==> config.mk <==
export PLATFORM = sky130hd
export DESIGN_NAME = ctrl_shadow_pipe_reg_flat
export DESIGN_NICKNAME = d
export VERILOG_FILES = /design/src/rtl/ctrl_shadow_pipe_reg_pkg.sv /design/src/rtl/ctrl_shadow_pipe_reg_if.sv /design/src/rtl/ctrl_shadow_pipe_reg_stage.sv /design/src/rtl/ctrl_shadow_pipe_reg.sv /design/src/flat_wrapper.sv
export SDC_FILE = /design/constraint.sdc
export NUM_CORES = 1
export LEC_CHECK = 0
export ABC_AREA = 1
export ABC_CLOCK_PERIOD_IN_PS = 2400
export CAP_MARGIN = 10
export CELL_PAD_IN_SITES_DETAIL_PLACEMENT = 2
export CELL_PAD_IN_SITES_GLOBAL_PLACEMENT = 2
export CORE_MARGIN = 2
export CORE_UTILIZATION = 28
export CTS_CLUSTER_SIZE = 8
export DETAILED_ROUTE_END_ITERATION = 8
export HOLD_SLACK_MARGIN = 0.15
export PLACE_DENSITY_LB_ADDON = 0.1
export SYNTH_ARGS = -nofsm -noshare
export SYNTH_HDL_FRONTEND = slang
export SYNTH_SLANG_ARGS = --single-unit
export TNS_END_PERCENT = 20
==> constraint.sdc <==
create_clock -name CLK -period 2.4 [get_ports CLK]
set_input_delay 0.6 -clock CLK [delete_from_list [all_inputs] [get_ports CLK]]
set_output_delay 0.6 -clock CLK [all_outputs]
set_load 0.02 [all_outputs]
==> src/rtl/ctrl_shadow_pipe_reg_pkg.sv <==
// Shared constants and helpers for the shadowed control register.
// Package ctrl_reg_pkg: size limits and the even-parity helper.
package ctrl_reg_pkg;

    localparam int DEPTH_MAX = 4;
    localparam int WIDTH_MAX = 32;

    // Parity bit that makes the total count of ones even.
    function automatic logic even_par(input logic [WIDTH_MAX-1:0] v);
        return ^v;
    endfunction

endpackage

==> src/rtl/ctrl_shadow_pipe_reg_if.sv <==
// Control-word bus between the software side and the slice datapath.
// Signals: CECTRL, D, LOAD, COMMIT in; Q_MUX, PENDING, CHANGED out;
// FORCE_PERR/PERR only when CTRL_PARITY_EN is defined.
interface ctrl_shadow_pipe_reg_if #(
    parameter int WIDTH = 8
);
    logic             CECTRL;
    logic [WIDTH-1:0] D;
    logic             LOAD;
    logic             COMMIT;
    logic [WIDTH-1:0] Q_MUX;
    logic             PENDING;
    logic             CHANGED;
`ifdef CTRL_PARITY_EN
    logic             FORCE_PERR;
    logic             PERR;

    modport master (
        output CECTRL, D, LOAD, COMMIT, FORCE_PERR,
        input  Q_MUX, PENDING, CHANGED, PERR
    );
    modport slave (
        input  CECTRL, D, LOAD, COMMIT, FORCE_PERR,
        output Q_MUX, PENDING, CHANGED, PERR
    );
`else
    modport master (
        output CECTRL, D, LOAD, COMMIT,
        input  Q_MUX, PENDING, CHANGED
    );
    modport slave (
        input  CECTRL, D, LOAD, COMMIT,
        output Q_MUX, PENDING, CHANGED
    );
`endif
endinterface

==> src/rtl/ctrl_shadow_pipe_reg_stage.sv <==
// One delay-line register with clock enable and sync reset to RST_VAL.
// Ports: CLK, RSTCTRL, CE, d (W bits) in; q (W bits) out.
module ctrl_pipe_stage #(
    parameter int           W       = 9,
    parameter logic [W-1:0] RST_VAL = '0
) (
    input  logic         CLK,
    input  logic         RSTCTRL,
    input  logic         CE,
    input  logic [W-1:0] d,
    output logic [W-1:0] q
);

    always_ff @(posedge CLK) begin
        if (RSTCTRL)
            q <= RST_VAL;
        else if (CE)
            q <= d;
    end

endmodule

==> src/rtl/ctrl_shadow_pipe_reg.sv <==
// Double-buffered control register with a DEPTH-stage delay line.
// Ports: CLK, RSTCTRL, bus (slave: CECTRL/D/LOAD/COMMIT -> Q_MUX/PENDING/
// CHANGED). Optional parity (FORCE_PERR/PERR) under CTRL_PARITY_EN.
module ctrl_shadow_pipe_reg
    import ctrl_reg_pkg::*;
#(
    parameter int               WIDTH   = 8,
    parameter int               DEPTH   = 1,
    parameter int               REG_EN  = 1,
    parameter logic [WIDTH-1:0] RST_VAL = '0
) (
    input  logic                  CLK,
    input  logic                  RSTCTRL,
    ctrl_shadow_pipe_reg_if.slave bus
);

`ifdef CTRL_PARITY_EN
    localparam int PW = WIDTH + 1;
`else
    localparam int PW = WIDTH;
`endif

    logic [WIDTH-1:0] q_w;
    logic [WIDTH-1:0] prev_q;

    generate
        if (REG_EN != 0) begin : g_reg
`ifdef CTRL_PARITY_EN
            localparam logic [PW-1:0] RST_W =
                {even_par(WIDTH_MAX'(RST_VAL)), RST_VAL};
`else
            localparam logic [PW-1:0] RST_W = RST_VAL;
`endif
            logic [PW-1:0]             d_w;
            logic [PW-1:0]             shadow;
            logic [PW-1:0]             active;
            logic                      pending;
            logic [DEPTH-1:0][PW-1:0]  stg;

`ifdef CTRL_PARITY_EN
            // FORCE_PERR corrupts the stored parity to exercise PERR.
            assign d_w = {even_par(WIDTH_MAX'(bus.D)) ^ bus.FORCE_PERR,
                          bus.D};
`else
            assign d_w = bus.D;
`endif

            always_ff @(posedge CLK) begin
                if (RSTCTRL) begin
                    shadow  <= RST_W;
                    active  <= RST_W;
                    pending <= 1'b0;
                end else if (bus.CECTRL) begin
                    if (bus.LOAD)
                        shadow <= d_w;
                    // LOAD+COMMIT writes D straight through.
                    if (bus.COMMIT)
                        active <= bus.LOAD ? d_w : shadow;
                    if (bus.COMMIT)
                        pending <= 1'b0;
                    else if (bus.LOAD)
                        pending <= 1'b1;
                end
            end

            assign stg[0] = active;

            for (genvar i = 1; i < DEPTH; i++) begin : g_stg
                ctrl_pipe_stage #(
                    .W       (PW),
                    .RST_VAL (RST_W)
                ) u_stage (
                    .CLK     (CLK),
                    .RSTCTRL (RSTCTRL),
                    .CE      (bus.CECTRL),
                    .d       (stg[i-1]),
                    .q       (stg[i])
                );
            end

            assign q_w         = stg[DEPTH-1][WIDTH-1:0];
            assign bus.PENDING = pending;

`ifdef CTRL_PARITY_EN
            logic perr;
            // Odd total ones at the output means a corrupted word.
            always_ff @(posedge CLK) begin
                if (RSTCTRL)
                    perr <= 1'b0;
                else if (^stg[DEPTH-1])
                    perr <= 1'b1;
            end
            assign bus.PERR = perr;
`endif
        end else begin : g_byp
            assign q_w         = bus.D;
            assign bus.PENDING = 1'b0;
`ifdef CTRL_PARITY_EN
            assign bus.PERR    = 1'b0;
`endif
        end
    endgenerate

    // Ungated by CECTRL so CHANGED is a single-cycle strobe.
    always_ff @(posedge CLK) begin
        if (RSTCTRL)
            prev_q <= RST_VAL;
        else
            prev_q <= q_w;
    end

    assign bus.Q_MUX   = q_w;
    assign bus.CHANGED = (q_w != prev_q);

endmodule

==> src/flat_wrapper.sv <==
// flat-port wrapper written by rule: the top's interface ports become plain ports
module ctrl_shadow_pipe_reg_flat import ctrl_reg_pkg::*;
#(
    parameter int               WIDTH   = 8,
    parameter int               DEPTH   = 1,
    parameter int               REG_EN  = 1,
    parameter logic [WIDTH-1:0] RST_VAL = '0
)
  (CLK, RSTCTRL, bus_CECTRL, bus_D, bus_LOAD, bus_COMMIT, bus_Q_MUX, bus_PENDING, bus_CHANGED);
  ctrl_shadow_pipe_reg_if #(.WIDTH(WIDTH)) bus_i ();
  input  logic CLK;
  input  logic RSTCTRL;
  input wire logic [$bits(bus_i.CECTRL)-1:0] bus_CECTRL;
  input wire logic [$bits(bus_i.D)-1:0] bus_D;
  input wire logic [$bits(bus_i.LOAD)-1:0] bus_LOAD;
  input wire logic [$bits(bus_i.COMMIT)-1:0] bus_COMMIT;
  output wire logic [$bits(bus_i.Q_MUX)-1:0] bus_Q_MUX;
  output wire logic [$bits(bus_i.PENDING)-1:0] bus_PENDING;
  output wire logic [$bits(bus_i.CHANGED)-1:0] bus_CHANGED;
  assign bus_i.CECTRL = bus_CECTRL;
  assign bus_i.D = bus_D;
  assign bus_i.LOAD = bus_LOAD;
  assign bus_i.COMMIT = bus_COMMIT;
  assign bus_Q_MUX = bus_i.Q_MUX;
  assign bus_PENDING = bus_i.PENDING;
  assign bus_CHANGED = bus_i.CHANGED;
  ctrl_shadow_pipe_reg #(.WIDTH(WIDTH), .DEPTH(DEPTH), .REG_EN(REG_EN), .RST_VAL(RST_VAL)) u_core (.CLK(CLK), .RSTCTRL(RSTCTRL), .bus(bus_i));
endmodule
Word level (Yosys, flattened, before mapping)
Cells that the tools add are included.
Operators by class
  multiplexer cells: 3
  reductions and logical operators: 3
  equal/unequal tests: 1
Operators by type and width (number)
  $mux W8: 1
  $ne A8 B8 Y1: 1
  $reduce_and A2 Y1: 2
  $mux W1: 2
  $reduce_bool A2 Y1: 1
Word-level totals
  flip-flop bits (word level): 25
  input port bits: 13

Depth between registers and ports, before layout
  depth after elaboration: 2
  mapped depth: 6
  mapped depth without buffers: 6

Worst setup path before layout
No wires, ideal clock.
  path type: register -> output
  start point: reg u_core.g_reg.active[4], in the netlist u_core.bus.Q_MUX[4]
  end point: out bus_CHANGED
  setup slack: 926 ps
  data arrival time: 874 ps
  cell stages (with the launch flop): 5
  data required time: 1800 ps
  buffers on the path: 0
  cells stage by stage: dfxtp_1 xnor2_1 nand2_1 nor2_1 nand2_1
On the way
  longest elaborated chain between the ends: 1
RTL lines
  from (decl): RTL line ctrl_shadow_pipe_reg.sv:36  | logic [PW-1:0] active;
  from (signal assigned): RTL line ctrl_shadow_pipe_reg.sv:58  | active <= bus.LOAD ? d_w : shadow;
  $ne A8 B8 Y1: RTL line ctrl_shadow_pipe_reg.sv:113  | assign bus.CHANGED = (q_w != prev_q);
  to (decl): RTL line flat_wrapper.sv:19  | output wire logic [$bits(bus_i.CHANGED)-1:0] bus_CHANGED;
Every way passes these cells.

Worst setup path in the final report
  start point: reg u_core.g_reg.active[1], in the netlist u_core.bus.Q_MUX[1]
  end point: out bus_Q_MUX[1]
RTL lines
  to (decl): RTL line flat_wrapper.sv:17  | output wire logic [$bits(bus_i.Q_MUX)-1:0] bus_Q_MUX;
No word-level cell between the ends.

==> impl_metrics.yaml <==
power_and_ir_drop:
  pwr-share-seq: 0.574
  powerDensity_nw_per_um2: 603.2
  internal_power_mw: 0.5605
  pwr-share-clk: 0.251
  p_leak_nw: 0.5849
  p_comb_frac: 0.175
  peakVddDrop_mv: 0.2049
  power_mw: 0.7819
  p_sw_mw: 0.2213
  swShare: 0.2831
worst_setup_path:
  cpPeakStageDelay_ps: 630
  r2r_start: "u_core.bus.Q_MUX[7]"
  endpoint_kind: "output port"
  ff2ff_path_depth: 4
  timing.critical_path.max_delay_family: "buffers and inverters"
  cp-start-kind: "flip-flop"
  cp_num_buf_inv: 1
  regToRegEndpoint: "u_core.bus.Q_MUX[7]"
  crit_path_max_fanout: 3
  crit_type: "flip-flop to output port"
  worstPathRequired_ps: 1800
  r2r_slack_ps: 1560
  critPathArrivalTime_ps: 1370
  cp_slowest_cell: "clkdlybuf4s50_1"
  crit_chain: "clkdlybuf4s50_1"
sta:
  skew_ps: 9.320
  final_hold_viol_count: 0
  post-route-period-util: 0.8207
  worst_hold_slack_ps: 492.8
  slew_headroom: 0.7352
  max_freq_ghz: 0.5077
  period_needed_ps: 1970
  worst_slew_pin_slew_ps: 395.9
  drv_slew: 0
  tns_ps: 0
  finalSetupViolCount: 0
  rsz0062_at_grt: "false"
routing:
  wl_per_cell_um: 13.38
  drtIter0Drc: 25
  ant_nets: 0
  drt-vias-per-instance: 4.309
  drcViolationCount: 0
  first_pass_iters: 2
  drt_wl_total_um: 2770
  vias: 892
worst_hold_path:
  min_from: "u_core.bus.PENDING"
  hold_class: "flip-flop to flip-flop"
  min_to: "u_core.bus.PENDING"
  min_path_cells: 2
grt:
  antenna_found_initial: 0
  grt_pass1_wl_um: 4761
  gr-total-overflow: 0
  grt_use_met1: 0.1843
  grt_pass1_vias: 1014
  globalRouteMet3Util: 0.02143
  grt_usage: 0.1519
  grt_max_degree: 15
  top_usage_layer: "met2"
  use_met2: 0.2697
finish:
  area_growth_pct: 29.99
  nets: 175
  design_area_um2: 1296
  fillCellCount: 425
  n_antenna_cell: 0
  final_util: 0.3824
  drive_above_1_share: 0.05590
placed_design:
  place_area_um2: 1266
  port_buffers: 22
  hpwl_um: 2181
  gp_congestion: 0.7289
clocking:
  clockBufferDepth: 2
  h-tree-depth: 1
  numCtsBuffers: 3
  clock-sinks: 25
  cts_resized: 0
  cts-hold-fix-buffers: 0
  post-cts-setup-buffers: 0
  clock_latency_ps: 320
  path_clk_slew_ps: 150
  cts-root-buf: "clkbuf_4"
  cts_tree: "yes"
synth:
  syn_inst: 136
  yosysSeqAreaShare: 0.5019
  synth_top_cell_by_area: "dfxtp_1"
  synth_nets: 149
  syn_avg_cell_area_um2: 7.332
  yosysTopAreaCellShare: 0.5019
  yosys_warnings: 0
  synth_area_leaders: "dfxtp_1, nand2_1, nor2_1"
  syn_area_um2: 997.2
  yosysUniqueCellTypes: 13
  ys_seq_elements: 25
floorplan:
  die_w_um: 63.68
  die_area_um2: 4055
  die_h_um: 63.68
  rows: 21
  floorplan.initialDensity: 0.2942
  core_um2: 3390
  io_pins: 23
outcome:
  run_status: "finished, final reports clean"
run:
  cap_violations: 0
-- cell usage after synthesis, drive strengths merged --
cell and number:
nand2 29, nor2 28, dfxtp 25, inv 22, o21ai 10, a21oi 8
o22ai 6, xnor2 5, buf 2, nand3 1
-- worst min-delay path: stages (launching register included) --
cell	delay [ps]
dfxtp_1	360
nor2_1	50
nor2_1	70
-- worst max-delay path by stage --
stage	startpoint	endpoint	slack, ps	cells past startpoint
final	u_core.bus.Q_MUX[1]	bus_Q_MUX[1]	430	1
after global routing	u_core.bus.Q_MUX[1]	bus_CHANGED	300	7
after CTS	u_core.bus.Q_MUX[1]	bus_CHANGED	40	7
after detailed placement	u_core.bus.Q_MUX[1]	bus_CHANGED	430	7
after global placement	bus_LOAD	u_core.bus.Q_MUX[0]	510	6
after floorplan	u_core.bus.Q_MUX[4]	bus_CHANGED	930	4
-- final cells by class --
| class | instances | area [µm²] | area share |
|---|---|---|---|
| clock inverter | 1 | 5.005 | 0.003861 |
| clock buffer | 3 | 22.52 | 0.01737 |
| timing repair buffer | 23 | 230.2 | 0.1776 |
| multi-input combinational | 87 | 397.9 | 0.3070 |
| inverter | 22 | 82.58 | 0.06371 |
| tap | 46 | 57.56 | 0.04440 |
| sequential | 25 | 500.5 | 0.3861 |
-- per-stage QoR --
stage	cells	setup WS (ps)
finish	207	430.4
global route	207	301.5
CTS	207	42.06
global placement	203	510.0
detailed placement	203	434.3
floorplan	136	925.5
-- sequential cells by signal, indices dropped and copies added, names as in the netlist --
register / cells
u_core.bus.PENDING: 1
u_core.bus.Q_MUX: 8
u_core.g_reg.shadow: 8
u_core.prev_q: 8
-- power groups by stage --
stage	Clock (mW)	Sequential [mW]	Combinational, mW
floorplan	0	0.463	0.0687
global placement	0	0.457	0.135
detailed placement	0	0.458	0.141
CTS	0.204	0.449	0.142
global route	0.230	0.452	0.155
finish	0.196	0.449	0.137
-- per-layer routing --
metal  vias up  part of all wire  routed length, µm
met3         2             0.023                 63
li1        469                 -                  -
met2        12              0.50               1396
met1       409              0.47               1289
met5         -                 0                  0
met4         0            0.0079                 22
-- layout by cell type, fill, tap and decap left out --
cell type	netlist	layout
a21oi_1	8	8
nand3_1	1	1
dfxtp_1	25	25
buf_4	0	1
inv_1	19	19
xnor2_1	5	5
dlymetal6s2s_1	0	1
nor2_1	28	28
o22ai_1	6	6
clkinv_2	0	1
o21ai_0	10	10
nand2_1	28	28
inv_2	3	3
clkbuf_4	0	3
clkdlybuf4s50_1	0	21
nand2_4	1	1
-- cell families (layout without fill, tap and decap cells) --
logic type	Yosys count	count (layout)	share of synthesized area
simple gates	58	58	0.2271
flops	25	25	0.5019
compound gates	24	24	0.1280
buf+inv	24	49	0.09912
xor+xnor	5	5	0.04391
(Power assumes the default switching activity.)
==> RTL change: new RTL, same flow settings <==
`REG_EN` is set to 1 in 2 places; all go to 0.
--- a/src/rtl/ctrl_shadow_pipe_reg.sv
+++ b/src/rtl/ctrl_shadow_pipe_reg.sv
@@ -7,5 +7,5 @@
     parameter int               WIDTH   = 8,
     parameter int               DEPTH   = 1,
-    parameter int               REG_EN  = 1,
+    parameter int               REG_EN  = 0,
     parameter logic [WIDTH-1:0] RST_VAL = '0
 ) (
--- a/src/flat_wrapper.sv
+++ b/src/flat_wrapper.sv
@@ -4,5 +4,5 @@
     parameter int               WIDTH   = 8,
     parameter int               DEPTH   = 1,
-    parameter int               REG_EN  = 1,
+    parameter int               REG_EN  = 0,
     parameter logic [WIDTH-1:0] RST_VAL = '0
 )
Behaviour: not the same (Yosys sat finds a counterexample within 4 cycles, from zero or initial values and one cycle with RSTCTRL high).
==> RTL change against the original RTL <==
- combinational power decreased by 44%
- cell area decreased by 53%
- total power decreased by 58%
- synthesized cell count decreased by 57%
- first-iteration DRC count decreased by 100%
- synthesized area decreased by 59%
- hold slack improved by 0.53 ns
- wire length decreased by 63%
- sequential cell count decreased by 17
- worst setup slack got worse by 0.37 ns
- global-route usage decreased by 1.6 points
- largest cell class is now non-clock buffers
- largest power group unchanged
- highest routed layer unchanged
==> RTL change: results (changes against the original RTL) <==
Status
Outcome: complete, no violations (unchanged).

Layout
The layout inverter count without the clock tree came to 11 (was 22). The data-path buffer share of cell area in the final layout is 37.4% (was 17.8%). The area added between synthesis and finish is 48.6% (was 30.0%). The clock network area share came to 3.68% (was 2.12%). The non-clock buffer count in the final layout is 26 (was 23). The net count of the finished layout was 93 (was 175).

The number of fillers in the final layout is 162 (was 425). The share of cell area taken by multi-input logic gates is 22.9% (was 30.7%).

Global route
The largest net degree at the start of global routing was 9 (was 15). The met1 usage was 15.3% (was 18.4%). The wire length of the first global-routing pass is 1760 um (was 4760 um).

Placed design
The detailed placer's ending HPWL was 761 um (was 2180 um). The total of buffers placed on input and output ports came to 18 (was 22). The worst slack at placement is -0.266 ns (was 0.434 ns).

Pwr
The leakage power is 0.000307 uW (was 0.000585 uW). The portion of total power attributed to the clock network is 32.7% (was 25.1%). The worst vdd rail ir drop was 0.233 mV (was 0.205 mV).

The sequential group share of total power is 43.7% (was 57.4%).

Synthesis
The number of nets in the synthesized netlist was 72 (was 149). Top cells by count, synth: sky130_fd_sc_hd__nand2_1, sky130_fd_sc_hd__nor2_1, sky130_fd_sc_hd__buf_4, sky130_fd_sc_hd__dfxtp_1, sky130_fd_sc_hd__inv_1 (was sky130_fd_sc_hd__nand2_1, sky130_fd_sc_hd__nor2_1, sky130_fd_sc_hd__dfxtp_1, sky130_fd_sc_hd__inv_1, sky130_fd_sc_hd__o21ai_0).

Drt
The via total after detailed routing came to 393 (was 892). The met2 routed wirelength is 537 um (was 1400 um). The total iterations of the first detailed-routing run came to 1 (was 2).

STA
The final-layout worst hold slack is 1.02 ns (was 0.493 ns).

Clock tree
The number of clock sinks came to 8 (was 25).

Hold path
The class of the worst hold path is in -> reg (was reg -> reg).
==> RTL change: logic make-up (layout without fill, tap and decap cells) <==
family,after synthesis,in the layout,share of synthesized area (%)
other,1,1,0.911
XOR/XNOR,5,5,10.6
flip-flops,8,8,38.9
AND/OR/NAND/NOR,24,24,21.9
buffers and inverters,21,40,27.7
==> RTL change: worst max-delay path by stage <==
| stage | start | to | slack [ns] | cells past startpoint |
|---|---|---|---|---|
| 3_3_place_gp | bus_D[1] | bus_CHANGED | -0.23 | 8 |
| 2_1_floorplan | bus_D[4] | bus_CHANGED | 0.81 | 4 |
| 4_1_cts | bus_D[7] | bus_CHANGED | -0.01 | 6 |
| 3_5_place_dp | bus_D[7] | bus_CHANGED | -0.27 | 6 |
| 6_report | bus_D[0] | bus_Q_MUX[0] | 0.06 | 2 |
| 5_1_grt | bus_D[0] | bus_Q_MUX[0] | 0.004 | 2 |
